[config.mk]
export PLATFORM = sky130hd
export DESIGN_NAME = dma_priority_resolver
export DESIGN_NICKNAME = d
export VERILOG_FILES = /design/src/rtl/dma_priority_resolver.sv
export SDC_FILE = /design/constraint.sdc
export NUM_CORES = 1
export LEC_CHECK = 0
export CAP_MARGIN = 20
export CORE_ASPECT_RATIO = 1.2
export CORE_MARGIN = 5
export CORE_UTILIZATION = 39
export CTS_CLUSTER_SIZE = 8
export DETAILED_ROUTE_END_ITERATION = 10
export PLACE_DENSITY = 0.7
export SLEW_MARGIN = 10
export SYNTH_ARGS = -nofsm -noshare
export SYNTH_HDL_FRONTEND = slang
export SYNTH_SLANG_ARGS = --single-unit
[constraint.sdc]
create_clock -name CLK -period 2.38 [get_ports CLK]
set_clock_uncertainty 0.1 [all_clocks]
set_input_delay 0.238 -clock CLK [delete_from_list [all_inputs] [get_ports CLK]]
set_output_delay 0.238 -clock CLK [all_outputs]
set_load 0.02 [all_outputs]
[src/rtl/dma_priority_resolver.sv]
// rtl/dma_priority_resolver.sv - DREQ/mask arbitration with HRQ/HLDA handshake and one-hot DACK
module dma_priority_resolver #(
   parameter int NUM_CH = 4
) (
   input  logic       CLK,
   input  logic       reset,
   input  logic [3:0] DREQ,
   input  logic [3:0] maskedChannels,
   input  logic       rotatingPriority,
   input  logic       HLDA,
   input  logic       transferDone,
   output logic       HRQ,
   output logic [3:0] DACK,
   output logic [1:0] activeChannel,
   output logic       serviceActive
);

   typedef enum logic [1:0] {
      ST_IDLE    = 2'd0,
      ST_REQUEST = 2'd1,
      ST_SERVICE = 2'd2
   } state_t;

   state_t     state_q, state_d;
   logic [1:0] act_q, act_d;
   logic [1:0] ptr_q, ptr_d;
   logic       hrq_q, hrq_d;
   logic [3:0] dack_q, dack_d;

   logic [3:0] elig;
   logic [1:0] start_ch;
   logic [1:0] cand;
   logic [1:0] win_ch;
   logic       win_found;

   assign elig = DREQ & ~maskedChannels;

   // Scan from the highest-priority channel; fixed mode always starts at ch0.
   always_comb begin
      win_found = 1'b0;
      win_ch    = 2'd0;
      cand      = 2'd0;
      start_ch  = rotatingPriority ? ptr_q : 2'd0;
      for (int i = 0; i < NUM_CH; i++) begin
         cand = start_ch + 2'(i);
         if (!win_found && elig[cand]) begin
            win_found = 1'b1;
            win_ch    = cand;
         end
      end
   end

   always_comb begin
      state_d = state_q;
      act_d   = act_q;
      ptr_d   = ptr_q;
      case (state_q)
         ST_IDLE: begin
            if (win_found) begin
               act_d   = win_ch;
               state_d = ST_REQUEST;
            end
         end
         ST_REQUEST: begin
            if (!elig[act_q]) begin
               state_d = ST_IDLE;
            end else if (HLDA) begin
               state_d = ST_SERVICE;
            end
         end
         ST_SERVICE: begin
            // Completion wins over a simultaneous HLDA drop, so rotation still applies.
            if (transferDone) begin
               state_d = ST_IDLE;
               if (rotatingPriority) begin
                  ptr_d = act_q + 2'd1;
               end
            end else if (!HLDA) begin
               state_d = ST_IDLE;
            end
         end
         default: state_d = ST_IDLE;
      endcase
      // HRQ lags the winner latch by one edge and drops with the return to IDLE.
      hrq_d  = (state_q != ST_IDLE) && (state_d != ST_IDLE);
      dack_d = (state_d == ST_SERVICE) ? (4'b0001 << act_d) : 4'b0000;
   end

   always_ff @(posedge CLK) begin
      if (!reset) begin
         state_q <= ST_IDLE;
         act_q   <= 2'd0;
         ptr_q   <= 2'd0;
         hrq_q   <= 1'b0;
         dack_q  <= 4'b0000;
      end else begin
         state_q <= state_d;
         act_q   <= act_d;
         ptr_q   <= ptr_d;
         hrq_q   <= hrq_d;
         dack_q  <= dack_d;
      end
   end

   assign HRQ           = hrq_q;
   assign DACK          = dack_q;
   assign activeChannel = act_q;
   assign serviceActive = (state_q == ST_SERVICE);

endmodule

# After elaboration in Yosys (flattened, before gate mapping)
# Cells that the tools add are included.
# totals
in_bits	13
output_inout_bits	8
register_bits	11
# classes
n_bitwise	2
n_eq_ne	3
shifts	1
n_lt_le_gt_ge	5
muxes	27
addsub	4
reduce_logical	12
# ops
op	count
2-bit two-way mux	12
2-bit by 3-bit less-than comparator with 1-bit output, second input constant	5
1-bit binary-select mux with 2-bit select	5
1-bit two-way mux	9
2-bit case mux with 3 select lines	1
2-bit by 1-bit adder with 2-bit output, second input constant	2
2-bit adder, second input constant	2
4-bit AND	1
2-bit equality test, second input constant	2
1-bit logical AND	4
4-bit NOT	1
2-bit nonzero test	2
1-bit by 2-bit left shift with 4-bit output, first input constant	1
1-bit logical NOT	3
3-bit AND reduction	1
2-bit by 1-bit equality test with 1-bit output, second input constant	1
2-bit logical NOT	1
2-bit AND reduction	1

# Logic depth before layout (Yosys ltp)
# Gate-level depths: netlist of the first run.
# logic_depth
ltp_word	18
ltp_mapped	7
depth_no_buf	6

# Worst setup path after synthesis of the first run
# No wires, ideal clock.
# synth_path
path_kind	register to register
start	reg act_q[1] (netlist: activeChannel[1])
end	reg dack_q[1] (netlist: DACK[1])
t_arrival_ns	1.525
synth_period_minus_slack_ns	1.740
required_time_ns	2.165
path_buffers	0
path_slack_ns	0.640
stages_incl_launch_ff	6
path_cell_list	dfxtp_1 > mux4_2 > a22o_1 > nand3_2 > inv_1 > and3_1
# synth_via
elab_chain_cells	6
word_cells_on_any_way	9
# synth_lines
element	line_no	source
from (decl)	25	logic [1:0] act_q, act_d;
from (signal assigned)	98	act_q <= act_d;
1-bit binary-select mux with 2-bit select	65	if (!elig[act_q]) begin
1-bit two-way mux (not written as such)	65	
2-bit two-way mux	65	
2-bit case mux with 3 select lines	57	case (state_q)
2-bit equality test	86	dack_d = (state_d == ST_SERVICE) ? (4'b0001 << act_d) : 4'b0000;
2-bit AND reduction (no source line)	--	
to (signal assigned)	101	dack_q <= dack_d;
to (decl)	28	logic [3:0] dack_q, dack_d;
# Several ways; a longest one is shown, not always the timed one. The select of a mux whose other input is x is not followed.
# A chain may end at the register's enable or synchronous reset.

# Worst setup path after layout of the first run
# layout_path
start	in DREQ[0]
end	reg act_q[0] (netlist: activeChannel[0])
# layout_via
elab_chain_cells	15
word_cells_on_any_way	25
# layout_lines
element	line_no	source
from (decl)	7	input logic [3:0] DREQ,
4-bit AND *	36	assign elig = DREQ & ~maskedChannels;
1-bit binary-select mux with 2-bit select	46	if (!win_found && elig[cand]) begin
1-bit two-way mux (not written as such)	46	
1-bit two-way mux	46	
1-bit logical NOT	46	
1-bit logical AND	46	
1-bit two-way mux	46	
1-bit logical NOT	46	
1-bit logical AND	46	
1-bit two-way mux	46	
1-bit logical NOT	46	
1-bit logical AND	46	
2-bit two-way mux or 1-bit two-way mux (tied branches)	46	
2-bit two-way mux *	59	if (win_found) begin
2-bit two-way mux *	57	
# Every way passes the cells marked *; elsewhere a longest branch is shown, timed or not. The select of a mux whose other input is x is not followed.

==> metrics, run 1 <==
GR Util met3=2.68%; fin crit share=85.5%; routed vias=550; R2R Setup Slk=640 ps; Most Used Layer, Global Route=met2; total power=416 µW; Cells after Synth=63; most frequent cells in the layout=20 x clkdlybuf4s50_1, 11 x dfxtp_1, 4 x a21oi_1, 4 x nand2_1, 4 x inv_1; DPL Wire Length=1070 µm; hold depth=2; gpl congestion=0.873; die footprint=0.00251 mm²; Clock transition at path regs=60 ps; Int Power=310 µW; mean post-synth cell area=9.93 µm²; crit path kind=in2reg; sequential share of the synthesized area=35.2%; Critical Path RT=2430 ps; CTS max path bufs=2; worst-path fanout max=8; WP data arrival=2090 ps; cts repair resizes=0; Ports=21; worst hold-check path type=reg2reg; CTS tree=done; RR Endpoint=activeChannel[0]; # DRC=0; CTS Buf Count=3; final worst slack=345 ps; worst slew pin tran=631 ps; number of global-route vias before repair=573; Sw Pwr=105 µW; Crit-path slowest cell=nor2b_1; Max Cap Violations=0; CP cell instances=clkdlybuf4s50_1 -> nor2b_1 -> a221oi_1 -> a311oi_1 -> a32oi_1 -> and2_2; 1st-iter DRT viols=10; Area Growth Syn to Fin=35.8%; M2 GR Usage=21.3%; CTS root buf=clkbuf_4; r2r worst-path depth=4; hold violation count in the final report=0; launching point of the worst reg2reg path=ptr_q[1]; met1 usage=14.7%; synth unique cells=34; commonest non-fill, non-tap cell in the layout=clkdlybuf4s50_1; crit path time final=2040 ps; Placed Cells=97; Sequential Power Share=47.8%; min-delay src=state_q[0]; crit end category=flop; layout cells sized above 1=16.7%; Max-Slew Margin vs Limit=57.8%; htree depth=1; CP startpoint kind=input port; dpl cell area=823 µm²; starting density of the core=42.2%; Buf/Inv on CP=1; Fmax=491 MHz; fin area=850 µm²; Routed WL=1360 µm; IO buf count=20; VDD IR-drop max=0.341 mV; Final setup viols=0; #FFs+latches synth=11; first-pass GRT wire length=2340 µm; Vias/cell=5.45; Mapped Area=626 µm²; antenna cells=0; Setup WS pre-CTS=133 ps; final core occ=57.3%; Clock Sinks=11; pin count of the biggest net entering global routing=9; WHS=447 ps; Final Non-Filler Cells=101; total grt overflow=0; RSZ-0062 raised after global routing=no; Min-Delay Endpoint=state_q[0]; GR Util All Layers=12.7%; cts hold-fix bufs=0; Rows=15; drt wl/cell=13.5 µm; Clock Latency Late Sink=250 ps; Static Leak=0.330 nW; Die Ht=53.9 µm; nets=98; Core Area=0.00148 mm²; die width=46.6 µm; outcome=complete, no violations; Synthesized Nets=76; DRT antenna net count=0; combinational power share=23.8%; largest delay contributor family on the critical path=simple AND/OR/NAND/NOR gates; clock group share of total power=28.4%; first-pass iteration count of the detailed router=4; Final Max Tran Viols=0; synth warn=0; PD cells=489 mW/mm²; Setup Buffers After CTS=0; Setup TNS=0 ps; Crit path largest cell delay=520 ps; Sw Share=25.3%; initial antenna violation count=0
[Yosys cell counts]
library cell	instances	area [µm²]
dfxtp_1	11	220
a21oi_1	4	20.0
inv_1	4	15.0
nand2_1	4	15.0
nor2b_1	3	18.8
and3_1	2	12.5
buf_6	2	22.5
nand3b_1	2	15.0
nor2_1	2	7.51
nor2b_2	2	17.5
o2111ai_1	2	17.5
o211a_1	2	20.0
o21ai_0	2	10.0
a221oi_1	1	8.76
a22o_1	1	8.76
a311oi_1	1	8.76
a32oi_1	1	8.76
and2_2	1	7.51
clkbuf_1	1	3.75
clkbuf_2	1	5.00
mux2_2	1	11.3
mux2i_1	1	10.0
mux4_2	1	22.5
nand2b_1	1	6.26
nand3_2	1	10.0
nand4b_1	1	8.76
nor2b_4	1	13.8
nor3_1	1	5.00
nor3b_1	1	7.51
nor3b_2	1	12.5
o31a_2	1	10.0
o41ai_1	1	8.76
o41ai_4	1	27.5
xnor2_1	1	8.76
[kinds of logic (layout without fill, tap and decap cells)]
group           count (synthesis)  in the layout  share of synthesized area [%]
simple gates                   23             23                           25.2
mux                             3              3                           7.00
xor+xnor                        1              1                           1.40
buf+inv                         8             29                           7.40
flops                          11             11                           35.2
compound gates                 17             17                           23.8
[worst max path at each step]
stage	startpoint	endpoint	slack, ps	cells after the start
2_1_floorplan	activeChannel[1]	DACK[1]	640	5
3_3_place_gp	DREQ[0]	DACK[0]	170	6
3_5_place_dp	DREQ[0]	DACK[0]	130	6
4_1_cts	DREQ[0]	DACK[0]	370	6
5_1_grt	DREQ[0]	DACK[0]	150	6
6_report	DREQ[0]	activeChannel[0]	340	6
[layout make-up]
type / count / area, µm²
Fill cell: 144 / 633
Multi-Input combinational cell: 44 / 359
Sequential cell: 11 / 220
Timing Repair Buffer: 21 / 208
Clock buffer: 4 / 26.3
Tap cell: 17 / 21.3
Inverter: 4 / 15.0
[worst register-to-register path, cell delays in order, from the launching register on]
cell      delay [ps]
dfxtp_1          460
mux2_2           370
a311oi_1         270
a32oi_1          210
and2_2           240
[metal layers]
metal	vias to the layer above	routed length (µm)	part of all wire, %
met4	0	13	0.95
met5	-	0	0
met1	249	592	43
met3	2	139	10
met2	23	619	45
li1	276	-	-
[flip-flops by register name, indices dropped and copies added, names as in the netlist]
signal and flops:
DACK 4, activeChannel 2, ptr_q 2, state_q 2, HRQ 1
[power groups by stage]
stage	Sequential (mW)	Combinational [mW]	Clock (mW)
5_1_grt	0.200	0.108	0.131
3_3_place_gp	0.203	0.0975	0
2_1_floorplan	0.207	0.0571	0
3_5_place_dp	0.203	0.0989	0
6_report	0.199	0.0990	0.118
4_1_cts	0.199	0.0996	0.123
Note: power is estimated with default switching activity, not from simulation.
==> run 2, diff against run 1 <==
--- a/config.mk
+++ b/config.mk
@@ -11,7 +11,7 @@
 export CORE_UTILIZATION = 39
 export CTS_CLUSTER_SIZE = 8
 export DETAILED_ROUTE_END_ITERATION = 10
-export PLACE_DENSITY = 0.7
+export PLACE_DENSITY = 0.77
 export SLEW_MARGIN = 10
 export SYNTH_ARGS = -nofsm -noshare
 export SYNTH_HDL_FRONTEND = slang
==> run 2 against run 1 <==
Effect of this change: sequential cell count is the same; utilization is the same; non-clock buffer count is the same; setup slack gained 11 ps; critical endpoint unchanged; register-to-register slack lost 50 ps; highest routed layer unchanged; sequential share of layout area is the same; combinational power grew 0.7%.
==> metrics, run 2 (synthesis gave the netlist of run 1 again) <==
Crit-path slowest cell=nor2b_1; Clock Latency Late Sink=260 ps (about the same); combinational power share=23.9% (about the same); cts hold-fix bufs=0 (unchanged); Clock transition at path regs=60 ps (about the same); Max Cap Violations=0 (unchanged); Clock Sinks=11 (unchanged); crit path time final=2020 ps (-10.9 ps); crit end category=flop; Critical path origin=DREQ[0]; Sequential Power Share=47.6% (-0.2 points); CP startpoint kind=input port; CTS max path bufs=2 (unchanged); clock group share of total power=28.5% (about the same); Ports=21 (unchanged); starting density of the core=42.2% (unchanged); Rows=15 (unchanged); hold violation count in the final report=0 (unchanged); crit path kind=in2reg; total grt overflow=0 (unchanged); Area Growth Syn to Fin=35.8% (unchanged); Routed WL=1480 µm (+8.3%); DPL Wire Length=1160 µm (+7.6%); IO buf count=20 (unchanged); first-pass GRT wire length=2360 µm (+0.86%); VDD IR-drop max=0.319 mV (-6.5%); Min-Delay Endpoint=state_q[0]; Core Area=0.00148 mm² (unchanged); Fmax=494 MHz (+0.54%); Setup Buffers After CTS=0 (unchanged); most frequent cells in the layout=20 x clkdlybuf4s50_1, 11 x dfxtp_1, 4 x a21oi_1, 4 x nand2_1, 4 x inv_1; cts repair resizes=0 (unchanged); largest delay contributor family on the critical path=simple AND/OR/NAND/NOR gates; routed vias=564 (+2.5%); hold depth=2 (unchanged); initial antenna violation count=0 (unchanged); nets=98 (unchanged); Final Max Tran Viols=0 (unchanged); WP data arrival=2080 ps (about the same); PD cells=492 mW/mm² (+0.56%); commonest non-fill, non-tap cell in the layout=clkdlybuf4s50_1; Sw Share=25.7% (+0.39 points); r2r worst-path depth=5 (+1); Max-Slew Margin vs Limit=59.9% (+2.1 points); Vias/cell=5.58 (+2.5%); min-delay src=state_q[0]; Sw Pwr=107 µW (+2.1%); fin crit share=85.1% (-0.46 points); launching point of the worst reg2reg path=ptr_q[1]; htree depth=1 (unchanged); Static Leak=0.330 nW (unchanged); R2R Setup Slk=590 ps (-50 ps); Filler cells=151 (+4.9%); Seq. cell area=220 µm² (unchanged); number of flip-flops in the largest register=4 (unchanged); # DRC=0 (unchanged); RSZ-0062 raised after global routing=no; final core occ=57.3% (unchanged); CTS Buf Count=3 (unchanged); outcome=complete, no violations; layout cells sized above 1=16.7% (unchanged); RR Endpoint=DACK[3]; drt wl/cell=14.6 µm (+8.3%); DRT antenna net count=0 (unchanged); first-pass iteration count of the detailed router=5 (+1); Critical Path RT=2440 ps (about the same); Buf/Inv on CP=1 (unchanged); die width=46.6 µm (unchanged); number of global-route vias before repair=534 (-6.8%); Die Ht=53.9 µm (unchanged); 1st-iter DRT viols=10 (unchanged); CTS root buf=clkbuf_4; Crit path largest cell delay=500 ps (-20 ps); Setup TNS=0 ps (unchanged); antenna cells=0 (unchanged); die footprint=0.00251 mm² (unchanged); Final setup viols=0 (unchanged); worst hold-check path type=reg2reg; GR Util All Layers=13.4% (+0.73 points); pin count of the biggest net entering global routing=9 (unchanged); CP cell instances=clkdlybuf4s50_1 -> nor2b_1 -> a221oi_1 -> a311oi_1 -> a32oi_1 -> and2_2; worst slew pin tran=600 ps (-31.0 ps); worst-path fanout max=8 (unchanged); multi-input logic area=359 µm² (unchanged); Int Power=311 µW (about the same); gpl congestion=0.833 (-4.6%); CTS tree=done
-- run 2: through the flow --
stage	setup slack (ps)	hold slack, ps	cells	total power, mW	area, µm²
floorplan	640	266	63	0.264	626
global placement	184	428	97	0.300	823
detailed placement	82.6	441	97	0.303	823
CTS	390	451	101	0.425	850
global route	180	481	101	0.442	850
finish	356	461	101	0.418	850
-- run 2: metal layers --
layer / routed length, µm / share of wire, % / up-vias / global-route usage [%]
met4: 61 / 4.1 / 0 / 10.4
met3: 130 / 8.8 / 6 / 3.01
li1: - / - / 278 / -
met2: 696 / 47 / 22 / 21.6
met5: 0 / 0 / - / 0
met1: 589 / 40 / 258 / 14.9
-- run 2: power by group through the flow --
stage | combinational [mW] | sequential [mW] | clock (mW)
after floorplan | 0.0571 | 0.207 | 0
final | 0.0997 | 0.199 | 0.119
after CTS | 0.100 | 0.199 | 0.125
after detailed placement | 0.0994 | 0.203 | 0
after global placement | 0.0972 | 0.203 | 0
after global routing | 0.108 | 0.200 | 0.134
-- run 2: worst max-delay path by stage --
| stage | to | slack, ps | cells past startpoint |
|---|---|---|---|
| after global routing | DACK[2] | 180 | 6 |
| after global placement | DACK[1] | 180 | 7 |
| after floorplan | DACK[1] | 640 | 5 |
| after detailed placement | activeChannel[0] | 80 | 6 |
| final | activeChannel[0] | 360 | 6 |
| after CTS | activeChannel[0] | 390 | 6 |
-- run 2: layout make-up --
cell class / count / area share [%]
tap: 17 / 2.50
sequential: 11 / 25.9
clock buffer: 4 / 3.09
multi-input combinational: 44 / 42.3
inverter: 4 / 1.77
timing repair buffer: 21 / 24.4
-- run 2: worst min-delay path: stages, from the launching register on --
cell and delay, ps:
dfxtp_1 330, nand3b_1 110, a21oi_1 70
==> run 3, diff against run 2 <==
--- a/config.mk
+++ b/config.mk
@@ -8,10 +8,11 @@
 export CAP_MARGIN = 20
 export CORE_ASPECT_RATIO = 1.2
 export CORE_MARGIN = 5
-export CORE_UTILIZATION = 39
+export CORE_UTILIZATION = 30
+export CTS_BUF_LIST = sky130_fd_sc_hd__clkbuf_8
 export CTS_CLUSTER_SIZE = 8
 export DETAILED_ROUTE_END_ITERATION = 10
-export PLACE_DENSITY = 0.77
+export PLACE_DENSITY = 0.64
 export SLEW_MARGIN = 10
 export SYNTH_ARGS = -nofsm -noshare
 export SYNTH_HDL_FRONTEND = slang
==> constraint.sdc (replaced) <==
create_clock -name CLK -period 2.09 [get_ports CLK]
set_clock_uncertainty 0.1 [all_clocks]
set_input_delay 0.209 -clock CLK [delete_from_list [all_inputs] [get_ports CLK]]
set_output_delay 0.209 -clock CLK [all_outputs]
set_load 0.02 [all_outputs]
==> run 3 against run 2 <==
Effect of this change: global-route usage shrank 3.4 points; utilization shrank 12 points; routed wire length shrank 5.1%; largest cell class unchanged; setup slack lost 110 ps; clock power grew 71%; critical path type unchanged; non-clock buffer count grew 5; count of clock-buffer cells in the layout shrank 1; critical path depth grew 2; combinational power grew 25%; via count grew 0.71%; highest routed layer unchanged.
==> metrics, run 3 (synthesis gave the netlist of run 1 again) <==
first-pass GRT wire length=2350 µm (-0.30%); Die Ht=60.0 µm (+11%); Rows=18 (+3); multi-input logic area=359 µm² (unchanged); Setup WS pre-CTS=0.597 ps (-82.0 ps); starting density of the core=30.9% (-11 points); Vias/cell=5.21 (-6.7%); Clock Sinks=11 (unchanged); Static Leak=0.366 nW (+11%); htree depth=1 (unchanged); 1st-iter DRT viols=6 (-4); Area Growth Syn to Fin=45.4%; Filler cells=202 (+34%); Ports=21 (unchanged); met1 usage=11.4% (-3.5 points); die footprint=0.00310 mm² (+24%); first-pass iteration count of the detailed router=4 (-1); number of global-route vias before repair=552 (+3.4%); CTS max path bufs=2 (unchanged); crit path time final=1840 ps; GR Util met3=3.99% (+0.98 points); fin crit share=88.2%; Setup TNS=0 ps (unchanged); Seq. cell area=220 µm² (unchanged); layout cells sized above 1=21.3% (+4.7 points); # DRC=0 (unchanged); RR Endpoint=activeChannel[0]; initial antenna violation count=0 (unchanged); Final setup viols=0 (unchanged); dpl cell area=865 µm² (+5.0%); Final Max Tran Viols=0 (unchanged); hold violation count in the final report=0 (unchanged); cts hold-fix bufs=0 (unchanged); commonest non-fill, non-tap cell in the layout=clkdlybuf4s50_1; RSZ-0062 raised after global routing=no; worst hold-check path type=reg2reg; DRT antenna net count=0 (unchanged); drt wl/cell=12.9 µm (-12%); Max Cap Violations=0 (unchanged); Critical path origin=DREQ[0]; outcome=complete, no violations; CP cell instances=clkdlybuf4s50_1 -> nor2b_1 -> buf_4 -> mux4_2 -> a22o_1 -> nand3_2 -> inv_1 -> and3_1; Clock Latency Late Sink=230 ps (-30 ps); CP startpoint kind=input port; die width=51.7 µm (+11%); Setup Buffers After CTS=0 (unchanged); crit end category=flop; Fmax=542 MHz; antenna cells=0 (unchanged); IO buf count=20 (unchanged); worst-path fanout max=8 (unchanged); gpl congestion=0.901 (+8.2%); crit path kind=in2reg; r2r worst-path depth=5 (unchanged); Clock transition at path regs=50 ps (about the same); R2R Setup Slk=340 ps (-250 ps); total grt overflow=0 (unchanged); PD cells=611 mW/mm² (+24%); final worst slack=246 ps (-110 ps); most frequent cells in the layout=20 x clkdlybuf4s50_1, 11 x dfxtp_1, 6 x buf_4, 5 x inv_1; Crit path largest cell delay=470 ps (-30 ps); CTS tree=done; M2 GR Usage=16.5% (-5.0 points); WP data arrival=1870 ps (-210 ps); VDD IR-drop max=0.436 mV (+37%); fin area=910 µm² (+7.1%); pin count of the biggest net entering global routing=9 (unchanged); routed vias=568 (+0.71%); DPL Wire Length=1120 µm (-3.5%); WHS=438 ps (-22.3 ps); Core Area=0.00203 mm² (+37%); Critical Path RT=2120 ps (-320 ps); nets=103 (+5.1%); CTS root buf=clkbuf_8; GR Util All Layers=10.1% (-3.4 points); crit path capture=DACK[1]; number of flip-flops in the largest register=4 (unchanged); worst slew pin tran=305 ps (-295 ps); Crit-path slowest cell=mux4_2; Max-Slew Margin vs Limit=79.6% (+20 points); CTS Buf Count=3 (unchanged); launching point of the worst reg2reg path=ptr_q[1]; Most Used Layer, Global Route=met2; cts repair resizes=0 (unchanged); Routed WL=1400 µm (-5.1%)
[run 3: cell count changes in the layout (fill, tap and decap cells not counted), sizes merged]
| cell | before | now |
|---|---|---|
| clkbuf | 4 | 3 |
| buf | 1 | 6 |
| inv | 4 | 5 |
[run 3: worst max-delay path: cells and delay by family]
kind	cells	cell delay, ps
muxes	1	470
buffers and inverters	3	600
and+or+nand+nor	3	390
AOI/OAI and AO/OA	1	210
[run 3: metal layers]
metal | wire length, µm | vias up
li1 | - | 283
met1 | 636 | 259
met2 | 626 | 21
met3 | 113 | 5
met4 | 25 | 0
met5 | 0 | -
[run 3: through the flow]
step | total power [mW] | instances | util, %
floorplan | 0.300 | 63 | -
global placement | 0.356 | 105 | 42.7
detailed placement | 0.357 | 105 | 42.7
CTS | 0.566 | 109 | 44.9
global route | 0.587 | 109 | 44.9
finish | 0.556 | 109 | 44.9
[run 3: cell type report]
cell class	instances	area share, %
multi-input combinational	44	39.5
timing repair buffer	26	27.0
sequential	11	24.2
clock buffer	3	4.54
tap	20	2.75
inverter	4	1.65
clock inverter	1	0.413
[run 3: how the worst min path moves through the flow]
stage,slack (ps),end,depth (start not counted),from
floorplan,240,activeChannel[1],1,reset
global placement,430,state_q[0],2,state_q[0]
detailed placement,430,state_q[0],2,state_q[0]
CTS,440,state_q[0],2,state_q[0]
global route,490,state_q[0],2,state_q[0]
finish,440,state_q[0],2,state_q[0]
[run 3: report_power, final]
part	internal [mW]	switching, mW	total (mW)
sequential	0.218	0.00844	0.227
combinational	0.0729	0.0522	0.125
clock	0.129	0.0758	0.204
total	0.420	0.136	0.556
